`config.mk`:
```
export PLATFORM = sky130hd
export DESIGN_NAME = imem_program_loader
export DESIGN_NICKNAME = d
export VERILOG_FILES = /design/src/rtl/imem_program_loader.sv
export SDC_FILE = /design/constraint.sdc
export NUM_CORES = 1
export LEC_CHECK = 0
export BUFFER_PORTS_ARGS = -buffer_cell sky130_fd_sc_hd__buf_4
export CORE_MARGIN = 2
export CORE_UTILIZATION = 57
export CTS_CLUSTER_DIAMETER = 40
export CTS_CLUSTER_SIZE = 12
export DETAILED_ROUTE_END_ITERATION = 6
export GPL_ROUTABILITY_DRIVEN = 0
export MAX_ROUTING_LAYER = met4
export PLACE_DENSITY = 0.82
export SYNTH_ARGS = -nofsm -noshare
export SYNTH_HDL_FRONTEND = slang
export SYNTH_SLANG_ARGS = --single-unit
export TNS_END_PERCENT = 50
```
`constraint.sdc`:
```
create_clock -name clk -period 1.9 [get_ports clk]
set_input_delay 0.38 -clock clk [delete_from_list [all_inputs] [get_ports clk]]
set_output_delay 0.38 -clock clk [all_outputs]
set_load 0.03 [all_outputs]
```
`src/rtl/imem_program_loader.sv`:
```
// Loads a framed byte stream (length, big-endian words, XOR checksum) into
// instruction memory through its write port while the core is held off.
module imem_program_loader #(
    parameter int ADDR_W = 8,
    parameter int WORD_W = 32
) (
    input  logic              clk,
    input  logic              rst,
    input  logic              start,
    input  logic [ADDR_W-1:0] base_addr,
    input  logic              in_valid,
    input  logic [7:0]        in_data,
    output logic              in_ready,
    output logic [ADDR_W-1:0] mem_address,
    output logic              mem_mode,
    output logic [WORD_W-1:0] mem_write_data,
    output logic              cpu_hold,
    output logic              done,
    output logic              err
);

    typedef enum logic [2:0] {
        S_IDLE,
        S_LEN,
        S_DATA,
        S_WRITE,
        S_CSUM,
        S_DONE
    } state_t;

    state_t            state, state_d;
    logic [ADDR_W-1:0] base_q, base_d;
    logic [7:0]        len_q, len_d;
    logic [7:0]        word_idx, word_idx_d;
    logic [1:0]        byte_idx, byte_idx_d;
    logic [WORD_W-1:0] word_q, word_d;
    logic [7:0]        xor_q, xor_d;
    logic              err_d;
    logic              accept;

    // in_ready is a registered decode of the state, so accept never
    // depends combinationally on anything but in_valid at the flop inputs.
    assign accept = in_valid & in_ready;

    always_comb begin
        state_d    = state;
        base_d     = base_q;
        len_d      = len_q;
        word_idx_d = word_idx;
        byte_idx_d = byte_idx;
        word_d     = word_q;
        xor_d      = xor_q;
        err_d      = err;
        case (state)
            S_IDLE: begin
                if (start) begin
                    state_d    = S_LEN;
                    base_d     = base_addr;
                    err_d      = 1'b0;
                    byte_idx_d = 2'd0;
                    word_idx_d = 8'd0;
                    xor_d      = 8'd0;
                end
            end
            S_LEN: begin
                if (accept) begin
                    len_d   = in_data;
                    state_d = S_DATA;
                end
            end
            S_DATA: begin
                if (accept) begin
                    word_d     = {word_q[WORD_W-9:0], in_data};
                    xor_d      = xor_q ^ in_data;
                    byte_idx_d = byte_idx + 2'd1;
                    if (byte_idx == 2'd3) begin
                        state_d = S_WRITE;
                    end
                end
            end
            S_WRITE: begin
                if (word_idx == len_q) begin
                    state_d = S_CSUM;
                end else begin
                    word_idx_d = word_idx + 8'd1;
                    state_d    = S_DATA;
                end
            end
            S_CSUM: begin
                if (accept) begin
                    if (xor_q != in_data) begin
                        err_d = 1'b1;
                    end
                    state_d = S_DONE;
                end
            end
            S_DONE: begin
                state_d = S_IDLE;
            end
            default: begin
                state_d = S_IDLE;
            end
        endcase
    end

    // Outputs are registered from the next state so each one lines up with
    // the state it belongs to without a combinational path to the stream.
    always_ff @(posedge clk or negedge rst) begin
        if (!rst) begin
            state          <= S_IDLE;
            base_q         <= '0;
            len_q          <= '0;
            word_idx       <= '0;
            byte_idx       <= '0;
            word_q         <= '0;
            xor_q          <= '0;
            in_ready       <= 1'b0;
            mem_mode       <= 1'b1;
            mem_address    <= '0;
            mem_write_data <= '0;
            cpu_hold       <= 1'b0;
            done           <= 1'b0;
            err            <= 1'b0;
        end else begin
            state    <= state_d;
            base_q   <= base_d;
            len_q    <= len_d;
            word_idx <= word_idx_d;
            byte_idx <= byte_idx_d;
            word_q   <= word_d;
            xor_q    <= xor_d;
            err      <= err_d;
            in_ready <= (state_d == S_LEN) || (state_d == S_DATA) || (state_d == S_CSUM);
            mem_mode <= (state_d != S_WRITE);
            cpu_hold <= (state_d != S_IDLE);
            done     <= (state_d == S_DONE);
            if (state_d == S_WRITE) begin
                mem_address    <= base_q + ADDR_W'(word_idx);
                mem_write_data <= word_d;
            end
        end
    end

endmodule

```
==> metrics.txt <==
Hold Vio Cnt, Final=0; Mapped Area=around 0.005 sq mm; mux share of post-synthesis cell area=a little over a tenth; WL met2=5630 um; number of global-route vias before repair=3908; Final min period=1.81 ns; PwrDens=1820 mW/mm^2; main combinational cell family by area after synthesis=simple AND/OR/NAND/NOR gates; Synth Net Count=496; length of routed wiring on met1=5020 um; crit path kind=reg -> reg; final wirelength=11400 um; fraction of registers with async set/reset=100%; Pre-antenna DRT Iters=4; HPWL Detailed=~7000 um; Peak Freq=approximately 550 MHz; average size of a mapped cell=approximately 11 sq um; fin nets=~570; YS warnings=0; Post-Synth Adder-Cell Area=2.65%; antenna violations before repair=0; WL met3=598 um; nature of the critical path startpoint=flip-flop; most common cell after layout, fill and taps aside=nand2_1; Seq cells post-synth=114; post-synthesis xor/xnor area fraction=2.63%; CTS Buf Count=17; Rel. slew slack=62.2%; # DRC=0; Seq/Total Area, Yosys=between 50% and 60%; crit share post-route=95.1%; H-tree depth=4; pins over their slew limit=0; ant diodes=0; GRT overflow=0; Skew-Pair Late Insertion Delay=0.51 ns; clock sinks=114; synth unique cells=51; Final ANT Viol Nets=0; Die Width=97.7 um; drt initial violations=~240; setup tns final=0 ns; Req. time, crit path=2.29 ns; wire per inst=17.3 um; Area growth, synth to finish=25.5%; Top Layer Used=met4; Setup Buffers After CTS=0; commonest cells after routing, fill and taps aside=nand2_1, dfrtp_1, buf_4; Post-synth EDFFs=0; Die Area=approximately 0.0095 sq mm; post-layout util=~73%; IO Port Bufs=64; Tightest Pin Transition=between 0.5 and 0.6 ns; Via Count=~3.8k; vias per cell=around 5.7; Max Fanout on Critical Path=13; Compound-Gate Fraction of Synth Area=about 6.5%; chip height=~98 um; Arrival @ worst endpoint=2.20 ns; Cell Rows=34; first-pass GRT wire length=slightly below 20000 um; core box area=around 0.0086 sq mm; CTS Root Cell=clkbuf_8; max cap viols=0; I/O Pins=65; Static Leak=approximately 3.2 nW; layout cells sized above 1=28.6%; largest net degree at the start of global routing=69; status=finished, final reports clean; Final Skew=0.00685 ns; Syn Inst Count=466; Top FF cell, synth=dfrtp_1; maximum VDD drop=roughly 0.0013 V; Initial Util=58.2%; Setup-failing EPs final=0; setup repair after global routing missed its margin=no; CTS tree=yes; Max clock buf depth=2; clock slew seen by the registers of the worst setup and hold paths=0.06 ns; CP endpoint kind=flip-flop; fill cell count=about 560; Synth Area in Simple Gates=18.0%; GR Util All Layers=a little over a quarter; HP Class=in -> reg
[cell families (layout without fill, tap and decap cells)]
family	Yosys count	after routing
AO/OA/AOI/OAI	49	49
XOR/XNOR	15	15
adder cells (fa/ha/maj)	10	10
buffers and inverters	30	119
flip-flops	114	114
multiplexers	47	47
AND/OR/NAND/NOR	201	201
[flip-flops by register name, indices dropped and copies added, names as in the netlist, 2 cells and up]
signal,flops
base_q,8
byte_idx,2
len_q,8
mem_address,8
mem_write_data,32
state,3
word_idx,8
word_q,32
xor_q,8
[cells in the mapped netlist, drive strengths merged (2+ instances only)]
cell type | instances | area share (%)
mux2 | 40 | 9.0
a22o | 9 | 1.6
a21oi | 8 | 0.88
clkbuf | 5 | 0.38
xnor2 | 4 | 0.70
ha | 9 | 2.3
nand2 | 144 | 11
mux2i | 7 | 1.4
o22ai | 3 | 0.38
nand4 | 5 | 0.63
a21o | 2 | 0.30
nor2b | 12 | 1.5
nand3b | 2 | 0.55
nand2b | 5 | 0.63
nor3 | 3 | 0.30
dfrtp | 113 | 57
inv | 9 | 0.68
nor4 | 3 | 0.63
buf | 16 | 1.7
or3 | 2 | 0.25
o21ai | 18 | 1.8
nand3 | 8 | 0.90
and3 | 2 | 0.25
nor2 | 10 | 0.80
xor2 | 11 | 1.9
[per-stage QoR]
step / total power [mW] / hold WS (ns) / setup WS (ns) / std cells / area (sq um)
3_3_place_gp: 7.85 / 0.410 / 0.147 / 630 / 5660
2_1_floorplan: 6.64 / 0.0844 / 0.120 / 466 / 5000
5_1_grt: 12.0 / 0.0640 / 0.0258 / 663 / 6280
4_1_cts: 11.4 / 0.0379 / 0.107 / 663 / 6270
3_5_place_dp: 8.05 / 0.418 / 0.0634 / 630 / 5660
6_report: 11.4 / 0.0519 / 0.0927 / 663 / 6280
[area by class of cell]
cell class	count	area (sq um)	share of cell area [%]
timing repair buffer	78	638	10.2
multi-input combinational	322	2020	32.2
inverter	9	33.8	0.538
clock buffer	18	418	6.66
clock inverter	14	180	2.87
tap	108	135	2.15
sequential	114	2850	45.5
[per-layer routing]
| layer | global-route usage, % | vias to the layer above |
|---|---|---|
| li1 | - | 1719 |
| met1 | 34.1 | 1890 |
| met2 | 42.8 | 141 |
| met3 | 6.47 | 23 |
| met4 | 8.76 | 0 |
| met5 | - | - |
[power by group]
part	total (mW)	internal, mW	switching (mW)
sequential	4.06	3.41	0.652
clock	3.19	2.02	1.17
combinational	4.16	1.64	2.52
[worst paths after layout]
path | cells after the start | slack (ns) | start | to
max reg2reg | 4 | 0.09 | in_ready | mem_write_data[27]
max | 4 | 0.09 | in_ready | mem_write_data[27]
min | 3 | 0.05 | base_addr[3] | base_q[3]
max in group asynchronous | 3 | 0.98 | rst | word_q[18]
min reg2reg | 2 | 0.48 | word_q[24] | word_q[24]
min in group asynchronous | 3 | 0.40 | rst | mem_address[7]
[critical path, cell delays in order (launching register included)]
cell	delay, ns
dfrtp_1	0.38
and2_1	0.31
and4_1	0.36
buf_4	0.27
mux2_2	0.37
[repair_timing]
| action | in CTS | in global routing |
|---|---|---|
| setup endpoints to repair | 0 | 2 |
| gates resized for setup | 0 | 1 |
| hold endpoints to repair | 113 | 0 |
| hold buffers | 1 | 0 |
Note: power is estimated with default switching activity, not from simulation.
